[src/rtl/raket_ctrl.sv]
`default_nettype none
// +----------------------------------------------------------------------------+
// | Module  : raket_ctrl                                                       |
// | Brief   : pong paddle motion controller: key conditioning, ramped per-     |
// |           frame movement and clamping to the visible VGA columns.          |
// | Revision: 1.0                                                              |
// +----------------------------------------------------------------------------+
module raket_ctrl #(
  parameter int H_MIN       = 144,
  parameter int H_MAX       = 784,
  parameter int PAD_W       = 100,
  parameter int INIT_LEFT   = 400,
  parameter int STEP_SLOW   = 4,
  parameter int STEP_FAST   = 10,
  parameter int RAMP_FRAMES = 8,
  parameter int DB_CYCLES   = 16
) (
  input  logic        clk,
  input  logic        rst_n,
  input  logic        key1,
  input  logic        key2,
  input  logic        frame_tick,
  input  logic        center,
  output logic [15:0] left,
  output logic [15:0] right,
  output logic        at_wall_l,
  output logic        at_wall_r,
  output logic        moving
);

  localparam int c_DB_W   = $clog2(DB_CYCLES + 1);
  localparam int c_RAMP_W = $clog2(RAMP_FRAMES + 1);

  localparam logic [15:0] c_H_MIN     = 16'(H_MIN);
  localparam logic [15:0] c_H_MAX     = 16'(H_MAX);
  localparam logic [15:0] c_PAD_W     = 16'(PAD_W);
  localparam logic [15:0] c_LEFT_MAX  = 16'(H_MAX - PAD_W);
  localparam logic [15:0] c_INIT_L    = 16'(INIT_LEFT);
  localparam logic [15:0] c_INIT_R    = 16'(INIT_LEFT + PAD_W);
  localparam logic [15:0] c_STEP_SLOW = 16'(STEP_SLOW);
  localparam logic [15:0] c_STEP_FAST = 16'(STEP_FAST);
  localparam logic [c_RAMP_W-1:0] c_RAMP = c_RAMP_W'(RAMP_FRAMES);
  localparam logic [c_DB_W-1:0]   c_DB_LAST = c_DB_W'(DB_CYCLES - 1);

  localparam logic [1:0] c_IDLE   = 2'd0;
  localparam logic [1:0] c_MOVE_L = 2'd1;
  localparam logic [1:0] c_MOVE_R = 2'd2;

  logic [1:0] w_key_raw;
  logic [1:0] w_key_db;

  assign w_key_raw = {key2, key1};

  for (genvar i = 0; i < 2; i++) begin : g_key
    logic              r_meta;
    logic              r_sync;
    logic              r_db;
    logic [c_DB_W-1:0] r_cnt;

    always_ff @(posedge clk or negedge rst_n) begin
      if (!rst_n) begin
        r_meta <= 1'b0;
        r_sync <= 1'b0;
        r_db   <= 1'b0;
        r_cnt  <= '0;
      end else begin
        r_meta <= w_key_raw[i];
        r_sync <= r_meta;
        // Any sample matching the accepted level restarts the stability window.
        if (r_sync == r_db) begin
          r_cnt <= '0;
        end else if (r_cnt == c_DB_LAST) begin
          r_db  <= r_sync;
          r_cnt <= '0;
        end else begin
          r_cnt <= r_cnt + 1'b1;
        end
      end
    end

    assign w_key_db[i] = r_db;
  end

  logic                w_dir_l;
  logic                w_dir_r;
  logic [1:0]          r_state;
  logic [1:0]          w_state_n;
  logic [c_RAMP_W-1:0] r_ramp;
  logic [c_RAMP_W-1:0] w_ramp_n;
  logic [15:0]         r_left;
  logic [15:0]         r_right;
  logic                r_wall_l;
  logic                r_wall_r;
  logic [15:0]         w_left_n;
  logic [15:0]         w_step;
  logic                w_same;

  assign w_dir_l = w_key_db[0] & ~w_key_db[1];
  assign w_dir_r = w_key_db[1] & ~w_key_db[0];
  assign w_same  = (w_dir_l && r_state == c_MOVE_L) || (w_dir_r && r_state == c_MOVE_R);

  always_comb begin
    w_state_n = r_state;
    w_ramp_n  = r_ramp;
    w_left_n  = r_left;
    w_step    = c_STEP_SLOW;
    if (center) begin
      w_state_n = c_IDLE;
      w_ramp_n  = '0;
      w_left_n  = c_INIT_L;
    end else if (frame_tick) begin
      if (!w_dir_l && !w_dir_r) begin
        w_state_n = c_IDLE;
        w_ramp_n  = '0;
      end else begin
        if (w_same) begin
          w_step   = (r_ramp >= c_RAMP) ? c_STEP_FAST : c_STEP_SLOW;
          w_ramp_n = (r_ramp >= c_RAMP) ? c_RAMP : r_ramp + 1'b1;
        end else begin
          w_state_n = w_dir_l ? c_MOVE_L : c_MOVE_R;
          w_ramp_n  = c_RAMP_W'(1);
        end
        // 17-bit decisions so neither the subtraction nor the addition can wrap.
        if (w_dir_l) begin
          if ({1'b0, r_left} < ({1'b0, c_H_MIN} + {1'b0, w_step}))
            w_left_n = c_H_MIN;
          else
            w_left_n = r_left - w_step;
        end else begin
          if (({1'b0, r_left} + {1'b0, w_step}) > {1'b0, c_LEFT_MAX})
            w_left_n = c_LEFT_MAX;
          else
            w_left_n = r_left + w_step;
        end
      end
    end
  end

  always_ff @(posedge clk or negedge rst_n) begin
    if (!rst_n) begin
      r_state  <= c_IDLE;
      r_ramp   <= '0;
      r_left   <= c_INIT_L;
      r_right  <= c_INIT_R;
      r_wall_l <= 1'b0;
      r_wall_r <= 1'b0;
    end else begin
      r_state  <= w_state_n;
      r_ramp   <= w_ramp_n;
      r_left   <= w_left_n;
      r_right  <= w_left_n + c_PAD_W;
      r_wall_l <= (w_left_n == c_H_MIN);
      r_wall_r <= ((w_left_n + c_PAD_W) == c_H_MAX);
    end
  end

  assign left      = r_left;
  assign right     = r_right;
  assign at_wall_l = r_wall_l;
  assign at_wall_r = r_wall_r;
  assign moving    = (r_state != c_IDLE);

endmodule
`default_nettype wire

[config.mk]
export PLATFORM = sky130hd
export DESIGN_NAME = raket_ctrl
export DESIGN_NICKNAME = d
export VERILOG_FILES = /design/src/rtl/raket_ctrl.sv
export SDC_FILE = /design/constraint.sdc
export NUM_CORES = 1
export LEC_CHECK = 0
export ABC_AREA = 1
export BUFFER_PORTS_ARGS = -buffer_cell sky130_fd_sc_hd__clkbuf_2
export CORE_ASPECT_RATIO = 1.75
export CORE_MARGIN = 10
export CORE_UTILIZATION = 59
export CTS_CLUSTER_SIZE = 8
export DETAILED_ROUTE_END_ITERATION = 10
export HOLD_SLACK_MARGIN = 0.08
export MAX_ROUTING_LAYER = met4
export PLACE_DENSITY_LB_ADDON = 0.12
export SLEW_MARGIN = 10
export SYNTH_ARGS = -nofsm -noshare
export SYNTH_HDL_FRONTEND = slang
export SYNTH_SLANG_ARGS = --single-unit
[constraint.sdc]
create_clock -name clk -period 5.6 [get_ports clk]
set_clock_uncertainty 0.1 [all_clocks]
set_input_delay 0.84 -clock clk [delete_from_list [all_inputs] [get_ports clk]]
set_output_delay 0.84 -clock clk [all_outputs]
set_load 0.05 [all_outputs]
==> out/results.md <==
* 5 — total CTS buffers
* 0 — synth warn
* 54 — CTS Sinks
* 53.8% — sequential power share
* dfrtp_1 — area leader, netlist
* 86.98% — post-route clock period utilization
* 0 — Overflow after GRT
* 0 — post-CTS setup repair buffer count
* 55.88% — Max transition margin
* 728.9 ps — smallest setup slack after layout
* 55 — maximum number of pins on one net before global-route repair
* nand2_1 — most frequently used cell type in the post-synthesis netlist
* 5010 ps — Worst Path Arrival
* 320 ps — Clk Latency, worst-skew pair
* 0 — max cap viols
* 2 — maximum buffer depth of the clock tree
* 124.9 um — Die Y-Extent
* 3712 um^2 — total standard cell area after synthesis
* 7.058 um^2 — syn avg cell area
* reg2reg — Worst Path Class, Setup
* 25.68% — fraction of power spent switching nets
* 0 — total of hold buffers inserted after clock tree synthesis
* 41 — Synth cell types
* 183 — number of DRC markers after the initial detailed-route iteration
* 36.67% — basic-gate share of the synthesized area counting and, or, nand and nor cells
* 526 — Post-Synthesis Cells
* 0 — final hold violation count
* 4871 ps — clock period minus worst slack
* 0 — Slew Viols, Final
* 9443 um — routed wire length
* 633 — placed cell count
* 188.4 nW/um^2 — Power Density
* 0 ps — setup_tns
* 0 — PostCTS Resize Cnt
* 0.2053 GHz — timing-limited maximum frequency
* dfrtp_1 — predominant post-synthesis flop cell
* 5.434 — via-per-instance ratio
* 0.9862 — Placer Congestion
* 15790 um — first-pass GRT wire length
* 252.8 ps — Final Hold Slack
* finished, final reports clean — outcome
* 7.920% — Synth Area in Compound Gates
* 755.2 ps — Post-Place Setup Slack
* 2.831% — xor and xnor fraction of the mapped netlist area
* 641 — Final Instance Count excl. Fillers
* 38 — std cell rows
* register — Worst Setup End Kind
* 582 — NumNets Final
* dfrtp_1 (30%), nand2_1 (14%), inv_1 (7.3%) — main area contributors after synthesis
* 0% — portion of netlist area occupied by mux cells
* nand2_1 (142), inv_1 (72), nor2_1 (58), nand3_1 (48), dfrtp_1 (45) — leading post-synthesis cells by instance count
* 100.0% — post-synthesis async set-or-reset flop share
* 0.2164 mV — largest voltage drop on the vdd net
* 440 ps — longest individual stage delay on the worst path
* 40 — port bufs
* clkbuf_8 — cell chosen for the clock root
* 5740 ps — required time at the worst-slack endpoint
* 3521 — vias in the first global route
* 14.73 um — average wire per cell in the routed design
* 2 — H-Tree Depth
* 15.51% — share of post-route cells with drive strength above 1
* 20.01% — gr usage total
* 6181 um^2 — placeable core region
* reg2reg — path class of the lowest-slack min-delay path
* false — RSZ-0062 raised after global routing
* 11.8% — part of the total power dissipated in combinational logic
* ha_1 — critical-path cell with the highest stage delay
* 7688 um — half-perimeter wire length after detailed placement
* 2.194 nW — leakage power summed over all cells
* simple AND/OR/NAND/NOR gates — largest family of logic cells by synthesized area
* 0 — post-route ant nets
* 34.5% — relative contribution of the clock network to total power
* 568.2 uW — internal power
* 79.96 um — overall die width
* 573 — number of fill cells
* 54 — flip-flop and latch count after synthesis
* 3943 um^2 — placed standard-cell area
* 60.06% — starting density of the core
* built — CTS tree
* 196.4 uW — Switch Pwr
* 41 — I/O pin count
* 661.9 ps — transition time of the tightest slew-check pin
* 80 ps — clock slew at reported path FFs
* 36.70% — fraction of the yosys area taken by sequential cells
* 13 — largest fanout on the critical path
* 9990 um^2 — Die ar.
* 4 — number of iterations in the first detailed-routing pass
* 764.6 uW — total power draw
* register — Setup crit start kind
* 30.33% — top cell type's share of synthesized area
* 0 — number of enable flip-flop cells after synthesis
* 65.67% — final core utilization
* 5.797% — synthesized-area fraction occupied by adder cells
* 0 — # DRC
* 0 — final setup vio count
* 4059 um^2 — Post-Layout Inst Area
* 0 — ant diodes
* 3483 — vias after detailed routing
* 548 — synthesized net count
* 0 — initial antenna violation count
* 9.336% — synthesis-to-finish area growth
## final cells by class
class	instances	area, um^2	area share (%)
clock inverters	1	30.03	0.7398
multi-input cells	380	1976	48.67
flip-flops and latches	54	1363	33.57
clock buffers	7	86.33	2.127
inverters	77	289.0	7.121
well taps	80	100.1	2.466
repair buffers	42	215.2	5.302
## layer usage
metal | vias to the layer above | GRT usage [%] | wire length [um]
li1 | 1740 | - | -
met5 | - | - | 0
met1 | 1609 | 19.69 | 3404
met4 | 0 | 12.71 | 582
met2 | 90 | 35.22 | 5145
met3 | 44 | 2.582 | 311
## layout by cell type (no fill, tap or decap), types with 2 or more instances in the layout
cell type / Yosys / layout
clkbuf_8: 0 / 6
nand2_2: 10 / 10
dfstp_2: 9 / 9
a21oi_1: 21 / 21
xnor2_1: 3 / 3
nand4_2: 2 / 2
nand3_1: 48 / 48
o22ai_1: 2 / 2
nor2_4: 4 / 4
buf_4: 4 / 2
inv_2: 4 / 4
clkbuf_2: 1 / 40
nor2_1: 58 / 58
o31ai_1: 2 / 2
nand4_1: 12 / 12
nand3_2: 3 / 3
nand2_1: 142 / 142
dfrtp_1: 45 / 45
xor2_1: 9 / 9
inv_1: 72 / 72
ha_1: 14 / 14
and3_1: 3 / 3
nor3_1: 10 / 10
nand2_4: 2 / 2
nor2_2: 2 / 2
a31oi_1: 3 / 3
fa_1: 2 / 2
o21ai_0: 19 / 19
## sequential cells by signal (all words and copies together) (netlist names)
name          cells
at_wall_l         1
at_wall_r         1
g_key.r_cnt      10
g_key.r_db        2
g_key.r_meta      2
g_key.r_sync      2
left             14
r_ramp            4
r_state           2
right            16
## cells by family after synthesis
| kind of cell | after synthesis |
|---|---|
| and+or+nand+nor | 300 |
| buffers and inverters | 92 |
| DFF | 54 |
| AOI/OAI and AO/OA | 52 |
| adders and majority gates | 16 |
| xor gates and xnor gates | 12 |
## worst max-delay path: cells and delay by family (launching register included)
family	cells	cell delay [ps]
AOI/OAI and AO/OA	1	90
adders and majority gates	3	1020
buffers and inverters	5	590
DFF	1	430
and+or+nand+nor	24	2540
## path summary, 6_finish.rpt
kind                                 startpoint              end  slack (ps)  depth (start not counted)
worst min-delay path            g_key[1].r_meta  g_key[1].r_sync         250                          0
worst max-delay path              g_key[1].r_db        at_wall_r         730                         33
worst min register to register  g_key[1].r_meta  g_key[1].r_sync         250                          0
max in group asynchronous                 rst_n        right[14]        4420                          2
min in group asynchronous                 rst_n        r_ramp[2]         520                          2
worst max register to register    g_key[1].r_db        at_wall_r         730                         33
## power by group through the flow
| stage | Clock (mW) | Sequential (mW) | Combinational [mW] |
|---|---|---|---|
| after floorplan | 0 | 0.434 | 0.0458 |
| after global placement | 0 | 0.419 | 0.0892 |
| after detailed placement | 0 | 0.419 | 0.0904 |
| after CTS | 0.272 | 0.411 | 0.0909 |
| after global routing | 0.283 | 0.413 | 0.101 |
| final | 0.263 | 0.411 | 0.0899 |
No activity file was read; power rests on OpenSTA's default activity.
